==> config.mk <==
export PLATFORM = sky130hd
export DESIGN_NAME = mc_ctrl_fsm
export DESIGN_NICKNAME = d
export VERILOG_FILES = /design/src/rtl/mc_ctrl_fsm.sv
export SDC_FILE = /design/constraint.sdc
export NUM_CORES = 1
export LEC_CHECK = 0
export CAP_MARGIN = 30
export CORE_MARGIN = 2
export CORE_UTILIZATION = 30
export DETAILED_ROUTE_END_ITERATION = 8
export DONT_BUFFER_PORTS = 1
export PLACE_DENSITY = 0.43
export SYNTH_ARGS = -nofsm -noshare
export SYNTH_HDL_FRONTEND = slang
export SYNTH_SLANG_ARGS = --single-unit
==> constraint.sdc <==
create_clock -name clk -period 1.6 [get_ports clk]
set_clock_uncertainty 0.1 [all_clocks]
set_input_delay 0.4 -clock clk [delete_from_list [all_inputs] [get_ports clk]]
set_output_delay 0.4 -clock clk [all_outputs]
set_load 0.02 [all_outputs]
==> src/rtl/mc_ctrl_fsm.sv <==
// Multi-cycle MIPS control unit: per-opcode state sequencing, memory-ready stalls,
// illegal-opcode flagging and a retired-instruction counter.
module mc_ctrl_fsm #(
  parameter int ALUOP_W  = 3,
  parameter int CNT_W    = 32,
  parameter int MEM_WAIT = 1
) (
  input  logic               clk,
  input  logic               resetn,
  input  logic [5:0]         op,
  input  logic               mem_ready,
  output logic               pcwrite,
  output logic               pcwrite_cond,
  output logic               iord,
  output logic               memread,
  output logic               memwrite,
  output logic               irwrite,
  output logic               regdst,
  output logic               memtoreg,
  output logic               regwrite,
  output logic               alusrca,
  output logic [1:0]         alusrcb,
  output logic [1:0]         pcsrc,
  output logic [ALUOP_W-1:0] aluop,
  output logic               illegal_op,
  output logic [CNT_W-1:0]   retired,
  output logic [3:0]         state
);

  localparam logic [5:0] OP_RTYPE = 6'b000000;
  localparam logic [5:0] OP_LW    = 6'b100011;
  localparam logic [5:0] OP_SW    = 6'b101011;
  localparam logic [5:0] OP_BEQ   = 6'b000100;
  localparam logic [5:0] OP_ADDI  = 6'b001000;
  localparam logic [5:0] OP_J     = 6'b000010;

  localparam logic [2:0] ALU_ADD    = 3'b010;
  localparam logic [2:0] ALU_SUB    = 3'b110;
  localparam logic [2:0] ALU_NO_USE = 3'b000;

  typedef enum logic [3:0] {
    S_FETCH  = 4'd0,
    S_DECODE = 4'd1,
    S_MEMADR = 4'd2,
    S_MEMRD  = 4'd3,
    S_MEMWB  = 4'd4,
    S_MEMWR  = 4'd5,
    S_EXEC   = 4'd6,
    S_ALUWB  = 4'd7,
    S_BRANCH = 4'd8,
    S_ADDIEX = 4'd9,
    S_ADDIWB = 4'd10,
    S_JUMP   = 4'd11
  } state_t;

  function automatic logic [ALUOP_W-1:0] alu_ext(input logic [2:0] code);
    return ALUOP_W'(code);
  endfunction

  state_t state_q, state_d;
  logic   ready;
  logic   retire;
  logic   illegal_d;

  logic   pcw_d, pcwc_d, memread_d, memwrite_d, irwrite_d, regwrite_d;

  assign ready = (MEM_WAIT == 0) ? 1'b1 : mem_ready;

  always_ff @(posedge clk or negedge resetn) begin
    if (!resetn) state_q <= S_FETCH;
    else         state_q <= state_d;
  end

  always_ff @(posedge clk or negedge resetn) begin
    if (!resetn)     retired <= '0;
    else if (retire) retired <= retired + CNT_W'(1);
  end

  always_comb begin
    state_d   = state_q;
    retire    = 1'b0;
    illegal_d = 1'b0;
    case (state_q)
      S_FETCH:  if (ready) state_d = S_DECODE;
      S_DECODE: begin
        case (op)
          OP_LW, OP_SW: state_d = S_MEMADR;
          OP_RTYPE:     state_d = S_EXEC;
          OP_BEQ:       state_d = S_BRANCH;
          OP_ADDI:      state_d = S_ADDIEX;
          OP_J:         state_d = S_JUMP;
          default: begin
            state_d   = S_FETCH;
            illegal_d = 1'b1;
          end
        endcase
      end
      // op can only change here if the IR was disturbed; abandon rather than guess
      S_MEMADR: begin
        if (op == OP_LW)      state_d = S_MEMRD;
        else if (op == OP_SW) state_d = S_MEMWR;
        else                  state_d = S_FETCH;
      end
      S_MEMRD:  if (ready) state_d = S_MEMWB;
      S_MEMWR: begin
        if (ready) begin
          state_d = S_FETCH;
          retire  = 1'b1;
        end
      end
      S_EXEC:   state_d = S_ALUWB;
      S_ADDIEX: state_d = S_ADDIWB;
      S_MEMWB, S_ALUWB, S_BRANCH, S_ADDIWB, S_JUMP: begin
        state_d = S_FETCH;
        retire  = 1'b1;
      end
      default:  state_d = S_FETCH;
    endcase
  end

  always_comb begin
    pcw_d      = 1'b0;
    pcwc_d     = 1'b0;
    memread_d  = 1'b0;
    memwrite_d = 1'b0;
    irwrite_d  = 1'b0;
    regwrite_d = 1'b0;
    iord       = 1'b0;
    regdst     = 1'b0;
    memtoreg   = 1'b0;
    alusrca    = 1'b0;
    alusrcb    = 2'b00;
    pcsrc      = 2'b00;
    aluop      = alu_ext(ALU_NO_USE);
    case (state_q)
      S_FETCH: begin
        memread_d = 1'b1;
        alusrcb   = 2'b01;
        aluop     = alu_ext(ALU_ADD);
        irwrite_d = ready;
        pcw_d     = ready;
      end
      S_DECODE: begin
        alusrcb = 2'b11;
        aluop   = alu_ext(ALU_ADD);
      end
      S_MEMADR, S_ADDIEX: begin
        alusrca = 1'b1;
        alusrcb = 2'b10;
        aluop   = alu_ext(ALU_ADD);
      end
      S_MEMRD: begin
        memread_d = 1'b1;
        iord      = 1'b1;
      end
      S_MEMWB: begin
        regwrite_d = 1'b1;
        memtoreg   = 1'b1;
      end
      // the write request is held for the whole stall, not just the ready cycle
      S_MEMWR: begin
        memwrite_d = 1'b1;
        iord       = 1'b1;
      end
      S_EXEC: begin
        alusrca = 1'b1;
        aluop   = alu_ext(ALU_NO_USE);
      end
      S_ALUWB: begin
        regwrite_d = 1'b1;
        regdst     = 1'b1;
      end
      S_BRANCH: begin
        alusrca = 1'b1;
        aluop   = alu_ext(ALU_SUB);
        pcwc_d  = 1'b1;
        pcsrc   = 2'b01;
      end
      S_ADDIWB: regwrite_d = 1'b1;
      S_JUMP: begin
        pcw_d = 1'b1;
        pcsrc = 2'b10;
      end
      default: ;
    endcase
  end

  // strobes are suppressed combinationally for the whole time resetn is low
  assign pcwrite      = resetn & pcw_d;
  assign pcwrite_cond = resetn & pcwc_d;
  assign memread      = resetn & memread_d;
  assign memwrite     = resetn & memwrite_d;
  assign irwrite      = resetn & irwrite_d;
  assign regwrite     = resetn & regwrite_d;
  assign illegal_op   = resetn & illegal_d;
  assign state        = state_q;

endmodule
==> results of run 1 <==
==> per-layer routing <==
layer	up-vias	GRT usage (%)	share of wire [%]
li1	1028	-	-
met1	1010	24.0	45
met2	45	27.0	49
met3	4	4.85	5.8
met4	0	3.31	0.36
met5	-	0	0
==> synth_stat cells (2+ instances only) <==
| master | number |
|---|---|
| nor2_1 | 17 |
| and2_1 | 2 |
| nand4_1 | 9 |
| buf_2 | 2 |
| nor4_2 | 4 |
| o21ai_0 | 5 |
| nand2b_1 | 4 |
| inv_1 | 8 |
| nand3_1 | 14 |
| a21oi_1 | 5 |
| mux2i_1 | 2 |
| nand2_1 | 20 |
| buf_4 | 2 |
| clkbuf_1 | 3 |
| xnor2_1 | 13 |
| xor2_1 | 20 |
| buf_6 | 2 |
| nor3_1 | 24 |
| nor2b_1 | 2 |
| and4_1 | 3 |
| nand2_2 | 2 |
| and3_1 | 3 |
| dfrtp_1 | 36 |
| nor4_1 | 3 |
==> state kept, by name, summed over array words and instances (netlist names) <==
name / cells
retired: 32
state: 4
==> placed cells by master (no fill, tap or decap), types with 2 or more instances in the layout <==
cell and instances:
nand2_1 14, nor3_1 4, nand2_4 6, nor3_4 13, inv_1 8, nor3_2 8, xor2_1 20, a21oi_1 3
o21ai_4 2, and2_4 2, and3_1 2, nand3_1 8, nand3_4 4, nor2_1 7, dfrtp_1 30, buf_6 30
nand3_2 4, nor4_4 7, o21ai_0 3, nor2_2 3, nand4_1 9, a21oi_4 2, xnor2_1 11, nor2b_4 2
mux2i_1 2, buf_4 76, buf_12 6, nand2b_4 3, nor2_4 8, xnor2_2 2, and4_1 3, dfrtp_2 6
clkbuf_8 7
==> cell families (layout without fill, tap and decap cells) <==
logic type,after synthesis,after routing
mux,2,2
buf+inv,17,129
simple gates,118,120
compound gates,19,19
other cells,1,1
flops,36,36
xor+xnor,33,33
fa+ha+maj,1,1
==> worst paths after layout <==
check,start,to,slack (ns),depth (start not counted)
max reg2reg,state[1],retired[20],-0.17,9
min in group asynchronous,resetn,retired[13],0.53,2
min,op[3],state[1],0.28,3
max,state[1],pcwrite,-0.35,7
min reg2reg,retired[21],retired[21],0.48,2
max in group asynchronous,resetn,state[2],0.67,2
==> cell type report <==
type | count | area, sq um | area share (%)
clock buffer | 8 | 100 | 2.55
tap | 96 | 120 | 3.06
inverter | 8 | 30.0 | 0.766
timing repair buffer | 113 | 1040 | 26.5
sequential | 36 | 908 | 23.2
multi-input combinational | 176 | 1730 | 44.0
==> power by group through the flow <==
stage	Clock, uW	Combinational [uW]	Sequential [uW]
after floorplan	0	331	1100
after global placement	0	637	1040
after detailed placement	0	640	1040
after CTS	747	769	1020
after global routing	784	898	1030
final	721	823	1020
==> repair_timing <==
| item | 4_1_cts | 5_1_grt |
|---|---|---|
| pin swaps | 42 | 29 |
| endpoints found under the hold margin | 36 | 0 |
| hold buffers | 2 | 0 |
| gates resized for setup | 64 | 27 |
| gates cloned | 2 | 0 |
| buffers inserted | 13 | 13 |
| endpoints found under the setup margin | 42 | 51 |
==> critical path, stage by stage (launching register included) <==
cell,delay [ns]
dfrtp_2,0.42
buf_6,0.13
nor2_1,0.07
nand2_1,0.07
nor2_1,0.09
a31oi_1,0.06
nor3_2,0.17
buf_4,0.16
==> through the flow <==
step                      TNS (ns)  total power [uW]  worst slack (ns)  hold WS (ns)  instance area (sq um)
after CTS                    -6.54              2540            -0.373         0.272                   3700
after floorplan              -2.23              1440            -0.125       0.00441                   2440
after global placement       -1.05              1680            -0.186       0.00602                   3120
after global routing        -10.84              2710            -0.450         0.286                   3920
after detailed placement     -1.31              1680            -0.191       0.00580                   3120
final                        -7.69              2560            -0.351         0.276                   3920
==> key figures, run 1 <==
Timing
  – Final hold vios: 0
  – Max-slew violation count: 0
  – Min Tclk post-route: approximately 2.0 ns
  – Final worst slack: -0.351 ns
  – Final period utilization: 122%
  – Fmax: around 0.51 GHz
  – # setup viols final: 50
  – RSZ-0062 raised after global routing: true

Yosys
  – Adder-cell share of the synthesized area: less than 1%
  – Ys Warns: 0
  – Synth top area cells: dfrtp_1 42%, xor2_1 8.1%, nor3_1 5.6%
  – Synth unique cells: 46
  – Seq/Total Area, Yosys: 41.7%
  – Post-synthesis mux area share: less than 1%
  – Gate count after technology mapping: around 230
  – Area leader, netlist: dfrtp_1
  – Main synth FF type: dfrtp_1
  – Mapped Area: about 2200 sq um
  – Post-Synth XOR/XNOR Area: 13.4%
  – Largest family of logic cells by synthesized area: simple AND/OR/NAND/NOR gates
  – Yosys top cell area share: between 40% and 50%
  – EDFF count, synth: 0
  – Avg Inst Size Synth: ~9.5 sq um
  – Simple-Gate Fraction of Synth Area: 32.4%
  – Fraction of registers with async set or reset after synthesis: between 90% and 100%
  – Synth Area in Compound Gates: between 6 and 7%
  – Syn Nets: 237
  – Yosys reg bits: 36

Global routing
  – Vias in the first global route: between 2000 and 2500
  – Largest net degree at the start of global routing: 37
  – Antenna violations before repair: 0
  – First-pass GRT wire length: ~11000 um
  – GRT Overall Usage: 17.3%
  – Remaining Overflow, GRT: 0

Run status
  – Failing checks: negative setup slack
  – Outcome: finished, violations left

Clock network
  – CTS tree: yes
  – H-tree levels: 2
  – CTS Buf Count: 5
  – Clock latency on the worst-skew pair: roughly 0.28 ns
  – CTS Sinks: 36
  – Clock root buffer: clkbuf_8
  – Clock transition at path regs: roughly 0.070 ns
  – Clk buf depth: 2

Critical path
  – CP arrival: around 1.5 ns
  – Worst setup path class: reg2out
  – CP Max Fanout: 4
  – Critical Path RT: approximately 1.1 ns
  – Startpoint types: flip-flop
  – CP Capture Type: primary output

Die
  – Core area: slightly below 7000 sq um
  – Io pins: 63
  – Overall die width: between 80 and 90 um
  – Initial core utilization: between 30% and 40%
  – Die area: roughly 8000 sq um
  – Row cnt: 30
  – Die Ht: a little under 90 um

Layout
  – Layout area overhead: 81.6%
  – Fraction of layout instances using a drive strength above 1: roughly three fifths
  – # diodes: 0
  – Final core occ: 57.1%
  – Final nets: 350
  – Fill cells: between 600 and 700
  – Fin cells: around 440

Power
  – Pwr dens: between 600 and 700 nW/um^2
  – Int Pwr: approximately 1800 uW
  – Power share of the combinational group: between 30% and 40%
  – Leak Pwr: roughly 0.002 uW
  – Sequential power share: slightly below 40%
  – Switching Power: approximately 800 uW
  – Worst vdd ir: around 0.54 mV
  – Sw frac: 31.5%
  – Share of power burned in the clock network: between 20% and 30%

Placement
  – IO buf count: 0
  – Gp weighted congestion: between 0.7 and 0.8
  – Hpwl dp: 4480 um
  – Placed cells: between 400 and 500

Routing
  – Post-DRT Antenna Nets: 0
  – Via count: 2087
  – Iter 0 DRT Violations: 73
  – Routed WL per cell: 14.8 um
  – First-pass DRT Iterations: 4
  – Avg Vias per Cell: 4.78
  – WL final: around 6500 um
  – DRC viols: 0

Run
  – Max Cap Violations: 0

Min path
  – Hold Crit Class: in2reg
Power figures use the tool's default switching activity.
==> inputs of run 2 (changes only) <==
--- a/config.mk
+++ b/config.mk
@@ -8,9 +8,11 @@
 export CAP_MARGIN = 30
 export CORE_MARGIN = 2
 export CORE_UTILIZATION = 30
+export CTS_CLUSTER_DIAMETER = 120
 export DETAILED_ROUTE_END_ITERATION = 8
 export DONT_BUFFER_PORTS = 1
 export PLACE_DENSITY = 0.43
+export SLEW_MARGIN = 10
 export SYNTH_ARGS = -nofsm -noshare
 export SYNTH_HDL_FRONTEND = slang
 export SYNTH_SLANG_ARGS = --single-unit
==> results of run 2 <==
Same layout as run 1: the final DEF is identical, and so are final timing and power.
==> inputs of run 3 (changes only) <==
--- a/config.mk
+++ b/config.mk
@@ -8,6 +8,7 @@
 export CAP_MARGIN = 30
 export CORE_MARGIN = 2
 export CORE_UTILIZATION = 30
+export CTS_BUF_LIST = sky130_fd_sc_hd__clkbuf_16
 export CTS_CLUSTER_DIAMETER = 120
 export DETAILED_ROUTE_END_ITERATION = 8
 export DONT_BUFFER_PORTS = 1
==> key figures, run 3 (same netlist as run 1, synthesis figures left out) <==
Run status
  – Outcome: finished, violations left
  – Failing checks: negative setup slack

Layout
  – Final nets: 347 (-0.86%)
  – Multi-input logic area: 1720 sq um (-0.43%)
  – Fin cells: 434 (-0.69%)
  – Commonest non-fill, non-tap cell in the layout: buf_4
  – Most frequent cells in the layout: 79 x buf_4, 30 x dfrtp_1, 22 x buf_6
  – Largest reg by FF count: retired
  – Fill cells: 623 (+1.3%)
  – Register area: 908 sq um (unchanged)
  – Layout area overhead: 81.2%
  – Fraction of layout instances using a drive strength above 1: 59.5% (-0.65 points)
  – Largest register FFs: 32 (unchanged)
  – # diodes: 0 (unchanged)
  – Final core occ: 57.0% (-0.13 points)
  – Post-route cell area: 3910 sq um (-0.22%)

Placement
  – Placed cells: 401 (unchanged)
  – Placed Area: 3120 sq um (unchanged)
  – Hpwl dp: 4480 um (unchanged)
  – IO buf count: 0 (unchanged)
  – Gp weighted congestion: 0.769 (unchanged)

Critical path
  – Startpoint types: flip-flop
  – CP Capture Type: primary output
  – CP arrival: 1.41 ns (-0.04 ns)
  – Critical Path RT: 1.10 ns (about the same)
  – CP Max Fanout: 5 (+1)
  – Worst setup path class: reg2out

Die
  – Core area: 6870 sq um (unchanged)
  – Row cnt: 30 (unchanged)
  – Io pins: 63 (unchanged)
  – Overall die width: 88.8 um (unchanged)
  – Die area: 7890 sq um (unchanged)
  – Initial core utilization: 31.4% (unchanged)
  – Die Ht: 88.8 um (unchanged)

Timing
  – Min Tclk post-route: 1.91 ns (-0.0416 ns)
  – Final worst slack: -0.309 ns (+0.0416 ns)
  – Max-slew violation count: 0 (unchanged)
  – WHS: 0.289 ns (+0.0125 ns)
  – # setup viols final: 50 (unchanged)
  – Final period utilization: 119% (-2.6 points)
  – Final hold vios: 0 (unchanged)
  – Fmax: 0.524 GHz (+2.2%)
  – RSZ-0062 raised after global routing: true

Power
  – Pwr dens: 699 nW/um^2 (+7.0%)
  – Worst vdd ir: 0.539 mV (+0.27%)
  – Leak Pwr: 0.00198 uW (about the same)
  – Power Total: 2740 uW (+6.7%)

Clock network
  – CTS Buf Count: 5 (unchanged)
  – CTS tree: yes
  – Clock transition at path regs: 0.05 ns (-0.02 ns)
  – H-tree levels: 2 (unchanged)
  – Clock latency on the worst-skew pair: 0.28 ns (about the same)
  – CTS Sinks: 36 (unchanged)
  – Clock root buffer: clkbuf_16
  – Clk buf depth: 2 (unchanged)

Global routing
  – Antenna violations before repair: 0 (unchanged)
  – Vias in the first global route: 2127 (-0.37%)
  – First-pass GRT wire length: 10600 um (+0.13%)
  – GRT Overall Usage: 17.3% (+0.035 points)
  – Remaining Overflow, GRT: 0 (unchanged)
  – Largest net degree at the start of global routing: 37 (unchanged)

Routing
  – DRC viols: 0 (unchanged)
  – Routed WL per cell: 14.8 um (-0.30%)
  – Via count: 2042 (-2.2%)
  – First-pass DRT Iterations: 4 (unchanged)
  – WL final: 6410 um (-0.99%)
  – Avg Vias per Cell: 4.71 (-1.5%)
  – Iter 0 DRT Violations: 64 (-12%)
  – Post-DRT Antenna Nets: 0 (unchanged)

Run
  – Max Cap Violations: 0 (unchanged)

Min path
  – Hold Crit Class: in2reg
## run 3: changes by cell type in the layout (fill, tap and decap cells not counted), sizes merged
cell / delta
buf: -3
clkbuf: -3
clkinv: +2
inv: +1
## run 3: worst max-delay path: stages (launching register included)
cell and delay, ns:
dfrtp_2 0.47, nor2_4 0.14, nand2_4 0.08, a2111oi_4 0.26
buf_4 0.19
## run 3: layout make-up
type | instances | share of cell area (%)
Clock buffer | 5 | 3.20
Clock inverter | 3 | 0.288
Inverter | 8 | 0.767
Multi-Input combinational cell | 176 | 43.9
Sequential cell | 36 | 23.2
Tap cell | 96 | 3.07
Timing Repair Buffer | 110 | 25.6
## run 3: what timing repair did
item,in CTS,in global routing
cloned,2,0
endpoints found under the setup margin,42,51
buffers inserted,15,9
hold endpoints to repair,36,0
hold buffers,2,0
pin swaps,29,41
resized for setup,46,42
## run 3: path summary, 6_finish.rpt
check / start / endpoint / slack [ns] / depth (start not counted)
max reg2reg: state[2] / retired[31] / -0.23 / 9
max in group asynchronous: resetn / state[1] / 0.68 / 2
max: state[2] / illegal_op / -0.31 / 4
min: op[3] / state[1] / 0.29 / 3
min in group asynchronous: resetn / retired[30] / 0.50 / 2
min reg2reg: retired[21] / retired[21] / 0.47 / 2
## run 3: metal layers
metal	share of wire, %	track usage [%]	up-vias
met5	0	0	-
met4	0.55	3.44	0
li1	-	-	1024
met1	46	24.6	969
met3	5.8	5.04	5
met2	48	26.3	44
## run 3: per-stage QoR
stage	worst slack (ns)	TNS, ns
floorplan	-0.125	-2.23
global placement	-0.186	-1.05
detailed placement	-0.191	-1.31
CTS	-0.303	-5.12
global route	-0.388	-11.91
finish	-0.309	-8.55
## run 3: where the power goes
part | total [uW] | internal (uW) | switching (uW)
clock | 918 | 560 | 358
sequential | 1020 | 963 | 60.7
combinational | 795 | 382 | 413
